===== src/rtl/palette_pkg.sv =====
// Shared types for the palette scene-fade controller.
// Fade FSM states, RGB bundle and scene identifiers.
package palette_pkg;

    typedef enum logic [2:0] {
        IDLE,
        FADE_OUT,
        HOLD,
        SWAP,
        FADE_IN
    } fade_state_t;

    typedef struct packed {
        logic [7:0] r;
        logic [7:0] g;
        logic [7:0] b;
    } rgb_t;

    localparam logic SCENE_AREA   = 1'b0;
    localparam logic SCENE_FOREST = 1'b1;

endpackage


===== src/rtl/rgb_scale.sv =====
// One colour channel scaled by the fade level.
// Purely combinational; the caller registers the result.
module rgb_scale #(
    parameter int LOG2_STEPS = 3
) (
    input  logic [7:0]          chan,
    input  logic [LOG2_STEPS:0] level,
    output logic [7:0]          scaled
);

    logic [8+LOG2_STEPS:0] prod;

    assign prod   = chan * level;
    // level never exceeds 2**LOG2_STEPS, so the shifted product fits 8 bits
    assign scaled = 8'(prod >> LOG2_STEPS);

endmodule


===== src/rtl/palette_fade_ctrl.sv =====
// Scene-transition controller: fade to black, swap palette, fade back in.
// Sits between the palette ROM outputs and the VGA colour pins.
module palette_fade_ctrl
    import palette_pkg::*;
#(
    parameter int LOG2_STEPS      = 3,
    parameter int FRAMES_PER_STEP = 2,
    parameter int HOLD_FRAMES     = 4
) (
    input  logic       Clk,
    input  logic       Reset,
    input  logic       frame_tick,
    input  logic       start,
    input  logic       target_scene,
    input  logic       video_on,
    input  logic [7:0] area_r,
    input  logic [7:0] area_g,
    input  logic [7:0] area_b,
    input  logic [7:0] forest_r,
    input  logic [7:0] forest_g,
    input  logic [7:0] forest_b,
    output logic       scene_sel,
    output logic [7:0] VGA_R,
    output logic [7:0] VGA_G,
    output logic [7:0] VGA_B,
    output logic       busy,
    output logic       done
);

    localparam int LW   = LOG2_STEPS + 1;
    localparam int CMAX = (FRAMES_PER_STEP > HOLD_FRAMES) ?
                          FRAMES_PER_STEP : HOLD_FRAMES;
    localparam int CW   = $clog2(CMAX + 1);

    localparam logic [LW-1:0] FULL      = LW'(2 ** LOG2_STEPS);
    localparam logic [CW-1:0] STEP_LAST = CW'(FRAMES_PER_STEP - 1);
    localparam logic [CW-1:0] HOLD_LAST = CW'(HOLD_FRAMES - 1);

    fade_state_t   state;
    fade_state_t   state_nx;
    logic [LW-1:0] level;
    logic [CW-1:0] frame_cnt;
    logic          target;
    logic          step_tick;
    logic          tick_en;
    logic          lvl_dn;
    logic          lvl_up;
    logic          swap_now;
    rgb_t          sel;
    rgb_t          scaled;

    assign step_tick = frame_tick && (frame_cnt == STEP_LAST);

    always_ff @(posedge Clk) begin
        if (Reset) state <= IDLE;
        else       state <= state_nx;
    end

    always_comb begin
        state_nx = state;
        unique case (state)
            IDLE:
                if (start && (target_scene != scene_sel))
                    state_nx = FADE_OUT;
            FADE_OUT:
                if (step_tick && (level == LW'(1)))
                    state_nx = HOLD;
            HOLD:
                if (frame_tick && (frame_cnt == HOLD_LAST))
                    state_nx = SWAP;
            SWAP:
                state_nx = FADE_IN;
            FADE_IN:
                if (step_tick && (level == FULL - LW'(1)))
                    state_nx = IDLE;
            default:
                state_nx = IDLE;
        endcase
    end

    always_comb begin
        busy     = 1'b1;
        tick_en  = 1'b0;
        lvl_dn   = 1'b0;
        lvl_up   = 1'b0;
        swap_now = 1'b0;
        unique case (state)
            IDLE:     busy = 1'b0;
            FADE_OUT: begin
                tick_en = frame_tick;
                lvl_dn  = step_tick;
            end
            HOLD:     tick_en = frame_tick;
            SWAP:     swap_now = 1'b1;
            FADE_IN:  begin
                tick_en = frame_tick;
                lvl_up  = step_tick;
            end
            default:  busy = 1'b0;
        endcase
    end

    always_ff @(posedge Clk) begin
        if (Reset) begin
            level     <= FULL;
            frame_cnt <= '0;
            target    <= SCENE_AREA;
            scene_sel <= SCENE_AREA;
            done      <= 1'b0;
        end else begin
            done <= (state == FADE_IN) && (state_nx == IDLE);
            if ((state == IDLE) && (state_nx == FADE_OUT))
                target <= target_scene;
            if (swap_now)
                scene_sel <= target;
            if (lvl_dn)
                level <= level - LW'(1);
            else if (lvl_up)
                level <= level + LW'(1);
            // new state starts counting from zero; entry-cycle tick still counts
            if (state_nx != state)
                frame_cnt <= '0;
            else if (tick_en)
                frame_cnt <= (lvl_dn || lvl_up) ? '0 : frame_cnt + CW'(1);
        end
    end

    always_comb begin
        sel = (scene_sel == SCENE_FOREST) ?
              '{r: forest_r, g: forest_g, b: forest_b} :
              '{r: area_r, g: area_g, b: area_b};
    end

    rgb_scale #(.LOG2_STEPS(LOG2_STEPS)) u_scale_r (
        .chan   (sel.r),
        .level  (level),
        .scaled (scaled.r)
    );

    rgb_scale #(.LOG2_STEPS(LOG2_STEPS)) u_scale_g (
        .chan   (sel.g),
        .level  (level),
        .scaled (scaled.g)
    );

    rgb_scale #(.LOG2_STEPS(LOG2_STEPS)) u_scale_b (
        .chan   (sel.b),
        .level  (level),
        .scaled (scaled.b)
    );

    always_ff @(posedge Clk) begin
        if (Reset || !video_on) begin
            VGA_R <= 8'h00;
            VGA_G <= 8'h00;
            VGA_B <= 8'h00;
        end else begin
            VGA_R <= scaled.r;
            VGA_G <= scaled.g;
            VGA_B <= scaled.b;
        end
    end

endmodule


===== config.mk =====
export PLATFORM = sky130hd
export DESIGN_NAME = palette_fade_ctrl
export DESIGN_NICKNAME = d
export VERILOG_FILES = /design/src/rtl/palette_pkg.sv /design/src/rtl/rgb_scale.sv /design/src/rtl/palette_fade_ctrl.sv
export SDC_FILE = /design/constraint.sdc
export NUM_CORES = 1
export LEC_CHECK = 0
export CAP_MARGIN = 20
export CORE_UTILIZATION = 54
export CTS_CLUSTER_DIAMETER = 100
export DETAILED_ROUTE_END_ITERATION = 10
export GPL_ROUTABILITY_DRIVEN = 0
export HOLD_SLACK_MARGIN = 0.03
export PLACE_DENSITY_LB_ADDON = 0.15
export SLEW_MARGIN = 15
export SYNTH_ARGS = -nofsm -noshare
export SYNTH_HDL_FRONTEND = slang
export SYNTH_HIERARCHICAL = 1
export SYNTH_SLANG_ARGS = --single-unit

===== constraint.sdc =====
create_clock -name Clk -period 4.7 [get_ports Clk]
set_clock_uncertainty 0.1 [all_clocks]
set_input_delay 0.94 -clock Clk [delete_from_list [all_inputs] [get_ports Clk]]
set_output_delay 0.94 -clock Clk [all_outputs]
set_load 0.05 [all_outputs]

==> After elaboration in Yosys (flattened, before gate mapping) <==
Index checks and enable logic that the tools add are counted.
W data, S select, Z words.
{ "totals": {"regBits": 37, "latchBits": 0, "ramBits": 0, "romBits": 0, "input_bits": 54, "output_inout_bits": 27, "word_cells": 56, "mem_count": 0} }
{ "op_classes": {"addsub": 3, "multipliers": 3, "div_mod_pow": 0, "magnitude_cmp": 0, "n_eq_ne": 11, "shifts": 0, "n_mux": 14, "bitwise_logic": 0, "reduce_logical": 16} }
{ "op_table": {"columns": ["op", "n"], "rows": [
  ["$mul A8 B4 Y11", 3],
  ["$mux W24", 1],
  ["$mux W3", 5],
  ["$pmux W3 S5", 1],
  ["$eq A3 B1 Y1 const B", 3],
  ["$eq A3 B2 Y1 const B", 3],
  ["$mux W4", 2],
  ["$logic_and A1 B1 Y1", 7],
  ["$logic_not A3 Y1", 2],
  ["$mux W1", 5],
  ["$add A4 B1 Y4 const B", 1],
  ["$eq A4 B1 Y1 const B", 1],
  ["$eq A4 B3 Y1 const B", 1],
  ["$reduce_or A4 Y1", 1],
  ["$sub A4 B1 Y4 const B", 1],
  ["$add A3 B1 Y3 const B", 1],
  ["$eq A3 B3 Y1 const B", 1],
  ["$ne A3 B3 Y1", 1],
  ["$reduce_or A3 Y1", 1],
  ["$logic_or A1 B1 Y1", 2],
  ["$reduce_bool A2 Y1", 1],
  ["$reduce_or A2 Y1", 1],
  ["$logic_not A1 Y1", 1],
  ["$ne A1 B1 Y1", 1]
]} }

==> Longest topological paths before layout <==
Gate-level depths: netlist of the first run.
{ "depth": {"ltp_word": 7, "depth_mapped": 16, "ltp_nobuf": 14} }

==> Cells and area by module <==
Netlist of the first run, hierarchy kept.
{ "modules_own_cells": {"columns": ["module", "n_inst", "cells_per_inst", "area_each_um2", "seq_area_each_um2"], "rows": [
  ["palette_fade_ctrl", 1, 171, 1810.5, 740.7],
  ["rgb_scale (u_scale_r)", 1, 97, 804.5, 0.0],
  ["rgb_scale (u_scale_g)", 1, 97, 797.0, 0.0],
  ["rgb_scale (u_scale_b)", 1, 97, 788.3, 0.0]
]} }

==> Least setup slack after synthesis of the first run <==
No wires, ideal clock.
{ "synth_timing": {"kind": "reg-to-reg", "startpoint": "register scene_sel", "endpoint": "register VGA_R[7]", "setup_ns": 0.115, "arrival_time_ns": 3.873, "setup_slack_ns": 0.612, "stages_incl_launch_ff": 16, "synth_period_minus_slack_ns": 4.088, "cell_sequence": "dfxtp_1 -> buf_2 -> buf_1 -> mux2_2 -> and2_1 -> fa_1 -> inv_1 -> fa_1 -> inv_1 -> ha_1 -> a21o_1 -> a21oi_2 -> o21ai_1 -> a31oi_1 -> xnor2_1 -> and2_1"} }
{ "synth_lines": {"columns": ["element", "line", "rtl"], "rows": [
  ["start, declared", "palette_fade_ctrl.sv:22", "output logic scene_sel,"],
  ["start signal, assigned", "palette_fade_ctrl.sv:115", "scene_sel <= target;"],
  ["end signal, assigned", "palette_fade_ctrl.sv:158", "VGA_R <= scaled.r;"],
  ["end, declared", "palette_fade_ctrl.sv:23", "output logic [7:0] VGA_R,"]
]} }

==> qor.log, run 1 <==
INFO  logic_synthesis netlist_area=4200µm²
INFO  sta            finalHoldViolations=0
INFO  power          vdd.ir_drop.worst=112µV
INFO  grt            groute.usage.overall=0.231
INFO  finish         multiInputGateArea=3180µm²
INFO  power          share_comb_of_total_power=0.281
INFO  sta            worst-slew-pin-transition=0.887ns
INFO  die            initial_utilization=0.570
INFO  critical_path  critical_path.endpoint_type=flip-flop
INFO  sta            timing.final.crit_share=0.861
INFO  power          seq_power_share=0.415
INFO  critical_path  timing.critical_path.arrival=4.15ns
INFO  sta            setup_total_negative_slack=0ns
INFO  clock_tree     cts_setup_buffers=0
INFO  critical_path  critPathKind=in2reg
INFO  route          detail_route.wl_per_cell=13.5µm
INFO  logic_synthesis postSynth.asyncResetShare=0
INFO  route          drt_iter0_markers=114
INFO  route          route.antenna.remaining_nets=0
INFO  die            dieWidth=90.2µm
INFO  logic_synthesis postSynthNetCount=594
INFO  power          power_density=153nW/µm²
INFO  logic_synthesis synth.yosys.seq_area_share=0.176
INFO  flow_run       timing.max_cap.violations=0
INFO  placement      port_buffers=80
INFO  grt            grt_pass1_vias=3477
INFO  power          netSwitchingPower=0.257mW
INFO  sta            slew_viol_final=0
INFO  logic_synthesis postSynthAreaPerCell=9.09µm²
INFO  finish         finish.net_count=678
INFO  route          num_vias=3362
INFO  worst_hold_path whs_path_depth=2
INFO  die            area_enclosed_by_the_die_boundary=8140µm²
INFO  sta            min_period=4.05ns
INFO  run_status     outcome=complete, no violations
INFO  power          p_leak=2.38nW
INFO  critical_path  cp_slowest_stage_delay=0.56ns
INFO  route          drc_errors=0
INFO  finish         share_of_post_route_cells_with_drive_strength_above_1=0.130
INFO  critical_path  critical_path_data_required_time=4.81ns
INFO  clock_tree     cts.sinks=37
INFO  logic_synthesis synth_largest_area_cell=sky130_fd_sc_hd__dfxtp_1
INFO  finish         final_cell_area=5200µm²
INFO  die            die_h=90.2µm
INFO  logic_synthesis synth.ff_latch_count=37
INFO  logic_synthesis synth_top_flop_cell=sky130_fd_sc_hd__dfxtp_1
INFO  die            num_io_pins=81
INFO  critical_path  timing.critical_path.cells=clkdlybuf4s50_1 > mux2_2 > nand2_1 > fa_1 > inv_1 > fa_1 > inv_1 > fa_1 > inv_1 > a21oi_1 > o21ai_1 > a31oi_1 > xnor2_1 > and2_1
INFO  logic_synthesis synth_enable_flop_cells=0
INFO  logic_synthesis synthTopCellsByArea=sky130_fd_sc_hd__dfxtp_1 18%, sky130_fd_sc_hd__fa_1 17%, sky130_fd_sc_hd__ha_1 13%, sky130_fd_sc_hd__and2_1 8.9%, sky130_fd_sc_hd__mux2_2 6.4%
INFO  power          clk_pwr_share=0.303
INFO  sta            rsz0062_at_grt=no
INFO  logic_synthesis postSynthCellCount=462
INFO  route          number_of_search_and_repair_iterations_in_the_first_detailed_routing_pass=4
INFO  worst_hold_path holdCritPathClass=reg2reg
INFO  clock_tree     quantity_of_gates_resized_following_cts=0
INFO  finish         area_growth=23.8%
INFO  sta            setup_viol_count_final=0
INFO  finish         regArea=741µm²
INFO  logic_synthesis synth_common_cells=60 x sky130_fd_sc_hd__and2_1, 58 x sky130_fd_sc_hd__inv_1, 50 x sky130_fd_sc_hd__nand2_1
INFO  die            core_area=7370µm²
INFO  finish         n_antenna_cell=0
INFO  grt            grt_antenna_before_repair=0
INFO  placement      dpl.hpwl=6880µm
INFO  clock_tree     tritoncts_clock_tree=done
INFO  die            row_count=31
INFO  logic_synthesis synth.most_common_cell=sky130_fd_sc_hd__and2_1
INFO  logic_synthesis netlist-cell-type-count=58
INFO  logic_synthesis yosys_warnings=6
INFO  finish         fillers=589
INFO  critical_path  critical_path.startpoint_type=input pin
INFO  logic_synthesis yosys.area.top_type_share=0.176
INFO  grt            grt_max_degree=29
INFO  clock_tree     clk_latency=0.30ns
INFO  power          p_sw_frac=0.322
INFO  power          internal-power=0.539mW
INFO  clock_tree     cts_hold_repair.buffers=0
INFO  clock_tree     cts.path.max_buffers=2
INFO  critical_path  timing.critical_path.fanout_max=3
INFO  critical_path  crit_path_top_delay_cell=sky130_fd_sc_hd__fa_1
INFO  grt            grt_first_pass_wirelength=15400µm
INFO  route          vias_per_cell=5.20
INFO  sta            max_clock_freq=0.247GHz
INFO  grt            global_route.overflow_total=0
INFO  clock_tree     clock-root-buffer=sky130_fd_sc_hd__clkbuf_8
INFO  sta            max-slew-margin-rel=0.408
INFO  critical_path  reg2reg_depth=12
INFO  clock_tree     tritoncts.num_buffers=5
INFO  route          drt-total-wl=8720µm
INFO  clock_tree     cts-htree-levels=2
INFO  placement      post_dp_cell_area=5110µm²
INFO  clock_tree     clkTransAtPathRegs=0.09ns
path summary, 6_finish.rpt:
path	endpoint	from	slack [ns]
hold reg to reg	scene_sel	target	0.38
setup / recovery	VGA_G[7]	forest_g[0]	0.65
hold / removal	scene_sel	target	0.38
setup reg to reg	VGA_G[7]	level[3]	0.90
flip-flops by register name (all words and copies together), names as in the netlist:
signal     flops
VGA_B          8
VGA_G          8
VGA_R          8
level          4
frame_cnt      3
state          3
done           1
scene_sel      1
target         1
cell type report:
cell class	count	area share
clock inverters	3	0.00409
flip-flops and latches	37	0.142
well taps	99	0.0238
repair buffers	86	0.163
inverters	58	0.0419
multi-input cells	358	0.612
clock buffers	5	0.0132
worst max-delay path, delay by kind of cell:
kind | cells | cell delay (ns)
fa+ha+maj | 3 | 1.58
compound gates | 3 | 0.47
xor+xnor | 1 | 0.13
simple gates | 2 | 0.21
mux | 1 | 0.17
buf+inv | 4 | 0.64
per-layer routing:
metal	track usage	routed length, µm	up-vias	share of wire
li1	-	-	1663	-
met4	0.0685	147	0	0.017
met2	0.406	4320	73	0.50
met3	0.0347	329	11	0.038
met5	0	0	-	0
met1	0.293	3920	1615	0.45
power groups by stage:
stage	registers, mW	logic [mW]	clock network, mW
3_3_place_gp	0.338	0.219	0
2_1_floorplan	0.369	0.107	0
4_1_cts	0.331	0.225	0.247
3_5_place_dp	0.338	0.223	0
5_1_grt	0.333	0.246	0.261
6_report	0.331	0.224	0.242
cells in the final DEF (no fill, tap or decap), drive strengths merged, types with 4 or more instances in the layout:
cell	instances
clkdlybuf4s50	80
and2	67
inv	59
nand2	52
ha	42
dfxtp	37
fa	36
mux2	25
xnor2	24
a21oi	21
nor2	9
xor2	9
nand3	8
o21ai	8
a21o	7
nor3	6
buf	6
mux2i	5
clkbuf	5
or2	4
kinds of logic (layout without fill, tap and decap cells):
kind of cell | Yosys count | after routing | share of synthesized area
AO/OA/AOI/OAI | 56 | 56 | 0.0974
XOR/XNOR | 33 | 33 | 0.0706
adder cells (fa/ha/maj) | 78 | 78 | 0.297
buffers and inverters | 67 | 152 | 0.0661
AND/OR/NAND/NOR | 161 | 161 | 0.213
multiplexers | 30 | 30 | 0.0798
flip-flops | 37 | 37 | 0.176
metrics by stage:
step | setup WS, ns | utilization | hold slack (ns) | std cells | total power, mW
2_1_floorplan | 0.612 | - | 0.343 | 462 | 0.476
3_3_place_gp | 0.424 | 0.693 | 0.366 | 638 | 0.557
3_5_place_dp | 0.345 | 0.693 | 0.370 | 638 | 0.562
4_1_cts | 0.672 | 0.706 | 0.379 | 646 | 0.803
5_1_grt | 0.511 | 0.706 | 0.404 | 646 | 0.840
6_report | 0.654 | 0.706 | 0.375 | 646 | 0.796
Power figures use the tool's default switching activity.
==> run 2: changes to the inputs <==
Settings changed: HOLD_SLACK_MARGIN 0.03 to 0.1, PLACE_DENSITY_LB_ADDON 0.15 to 0.05.
==> qor.log, run 2 (synthesized netlist as in run 1, its figures left out) <==
INFO  run_status     outcome=complete, no violations
INFO  power          internal-power=0.539mW [about the same]
INFO  die            num_io_pins=81 [unchanged]
INFO  route          drc_errors=0 [unchanged]
INFO  grt            grt_antenna_before_repair=0 [unchanged]
INFO  clock_tree     cts_hold_repair.buffers=0 [unchanged]
INFO  route          detail_route.wl_per_cell=13.5µm [+0.23%]
INFO  finish         biggestRegsByFlops=VGA_B: 8 flops, VGA_G: 8 flops, VGA_R: 8 flops
INFO  worst_hold_path holdCritPathClass=reg2reg
INFO  clock_tree     tritoncts_clock_tree=done
INFO  sta            min_period=4.08ns [+0.0360 ns]
INFO  grt            grt_first_pass_wirelength=15200µm [-1.1%]
INFO  power          clk_pwr_share=0.298 [-0.005]
INFO  grt            groute.usage.overall=0.227 [-0.00443]
INFO  finish         area_growth=23.4%
INFO  power          vdd.ir_drop.worst=121µV [+7.7%]
INFO  finish         layout.cells.most_common=sky130_fd_sc_hd__clkdlybuf4s50_1
INFO  sta            max_clock_freq=0.245GHz [-0.88%]
INFO  grt            grt_max_degree=29 [unchanged]
INFO  sta            max-slew-margin-rel=0.341 [-0.0662]
INFO  sta            timing.final.crit_share=0.869 [+0.00766]
INFO  route          drt_iter0_markers=116 [+1.8%]
INFO  route          num_vias=3340 [-0.65%]
INFO  die            initial_utilization=0.570 [unchanged]
INFO  clock_tree     cts.sinks=37 [unchanged]
INFO  clock_tree     tritoncts.num_buffers=5 [unchanged]
INFO  critical_path  critPathKind=in2reg
INFO  die            dieWidth=90.2µm [unchanged]
INFO  route          number_of_search_and_repair_iterations_in_the_first_detailed_routing_pass=4 [unchanged]
INFO  grt            grt_pass1_vias=3391 [-2.5%]
INFO  die            die_h=90.2µm [unchanged]
INFO  flow_run       timing.max_cap.violations=0 [unchanged]
INFO  power          power_density=152nW/µm² [-0.58%]
INFO  critical_path  worst-r2r-setup-slack=0.86ns [-0.04 ns]
INFO  critical_path  critical_path_data_required_time=4.80ns [about the same]
INFO  finish         finish.net_count=676 [-0.29%]
INFO  power          p_sw_frac=0.316 [-0.00594]
INFO  clock_tree     clk_latency=0.30ns [about the same]
INFO  placement      dpl.hpwl=6850µm [-0.51%]
INFO  finish         n_antenna_cell=0 [unchanged]
INFO  die            row_count=31 [unchanged]
INFO  power          p_leak=2.37nW [-0.46%]
INFO  power          power=0.789mW [-0.87%]
INFO  sta            finalHoldViolations=0 [unchanged]
INFO  clock_tree     cts_setup_buffers=0 [unchanged]
INFO  route          route.antenna.remaining_nets=0 [unchanged]
INFO  clock_tree     cts.path.max_buffers=2 [unchanged]
INFO  critical_path  timing.critical_path.fanout_max=3 [unchanged]
INFO  route          drt-total-wl=8710µm [about the same]
INFO  sta            setup_viol_count_final=0 [unchanged]
INFO  finish         fillers=609 [+3.4%]
INFO  placement      port_buffers=80 [unchanged]
INFO  sta            rsz0062_at_grt=no
INFO  finish         share_of_post_route_cells_with_drive_strength_above_1=0.127 [-0.00319]
INFO  grt            global_route.overflow_total=0 [unchanged]
INFO  sta            setup_total_negative_slack=0ns [unchanged]
INFO  die            area_enclosed_by_the_die_boundary=8140µm² [unchanged]
INFO  power          seq_power_share=0.419 [+0.004]
INFO  critical_path  critical_path.endpoint_type=flip-flop
INFO  clock_tree     clkTransAtPathRegs=0.09ns [about the same]
INFO  sta            slew_viol_final=0 [unchanged]
INFO  power          share_comb_of_total_power=0.283 [+0.002]
INFO  critical_path  timing.critical_path.arrival=4.19ns [+0.04 ns]
INFO  critical_path  critical_path.startpoint_type=input pin
INFO  clock_tree     quantity_of_gates_resized_following_cts=0 [unchanged]
INFO  power          netSwitchingPower=0.250mW [-2.7%]
INFO  route          vias_per_cell=5.19 [-0.35%]
INFO  clock_tree     cts-htree-levels=2 [unchanged]
INFO  finish         final_cell_mix=80 x sky130_fd_sc_hd__clkdlybuf4s50_1, 60 x sky130_fd_sc_hd__and2_1, 58 x sky130_fd_sc_hd__inv_1
INFO  sta            worst-slew-pin-transition=0.986ns [+0.0992 ns]
INFO  die            core_area=7370µm² [unchanged]
INFO  clock_tree     clock-root-buffer=sky130_fd_sc_hd__clkbuf_8
-- run 2: power by group through the flow --
stage	Combinational, mW	Clock (mW)	Sequential (mW)
floorplan	0.107	0	0.369
global placement	0.218	0	0.338
detailed placement	0.223	0	0.338
CTS	0.225	0.245	0.331
global route	0.244	0.258	0.332
finish	0.223	0.235	0.331
-- run 2: stage by stage --
stage / hold WS [ns] / util / cells / worst slack, ns / area (µm²)
6_report: 0.413 / 0.704 / 644 / 0.618 / 5180
5_1_grt: 0.435 / 0.704 / 644 / 0.469 / 5180
4_1_cts: 0.424 / 0.704 / 644 / 0.619 / 5180
3_5_place_dp: 0.400 / 0.691 / 636 / 0.324 / 5090
3_3_place_gp: 0.376 / 0.691 / 636 / 0.433 / 5090
2_1_floorplan: 0.343 / - / 462 / 0.612 / 4200
-- run 2: final cells by class --
class / count / area (µm²) / share of cell area
clock buffer: 5 / 68.8 / 0.0133
multi-input combinational: 358 / 3180 / 0.614
clock inverter: 3 / 21.3 / 0.00410
tap: 99 / 124 / 0.0239
sequential: 37 / 741 / 0.143
inverter: 58 / 218 / 0.0420
timing repair buffer: 84 / 831 / 0.160
-- run 2: critical path: stages --
cell,delay [ns]
sky130_fd_sc_hd__clkdlybuf4s50_1,0.47
sky130_fd_sc_hd__mux2_2,0.19
sky130_fd_sc_hd__nand2_1,0.09
sky130_fd_sc_hd__fa_1,0.57
sky130_fd_sc_hd__inv_1,0.05
sky130_fd_sc_hd__fa_1,0.56
sky130_fd_sc_hd__inv_1,0.06
sky130_fd_sc_hd__fa_1,0.45
sky130_fd_sc_hd__inv_1,0.07
sky130_fd_sc_hd__a21oi_1,0.08
sky130_fd_sc_hd__o21ai_1,0.24
sky130_fd_sc_hd__a31oi_1,0.14
sky130_fd_sc_hd__xnor2_1,0.13
sky130_fd_sc_hd__and2_1,0.14
-- run 2: worst paths after layout --
kind,start,end,cells after the start
worst min-delay path,target,scene_sel,2
worst max register to register,level[3],VGA_G[7],12
worst max-delay path,area_g[0],VGA_G[7],14
worst min register to register,target,scene_sel,2
-- run 2: layer usage --
metal | vias up | wire length, µm | part of all wire | global-route usage
li1 | 1661 | - | - | -
met1 | 1591 | 3860 | 0.44 | 0.284
met2 | 78 | 4400 | 0.51 | 0.400
met3 | 10 | 336 | 0.039 | 0.0372
met4 | 0 | 110 | 0.013 | 0.0672
met5 | - | 0 | 0 | 0
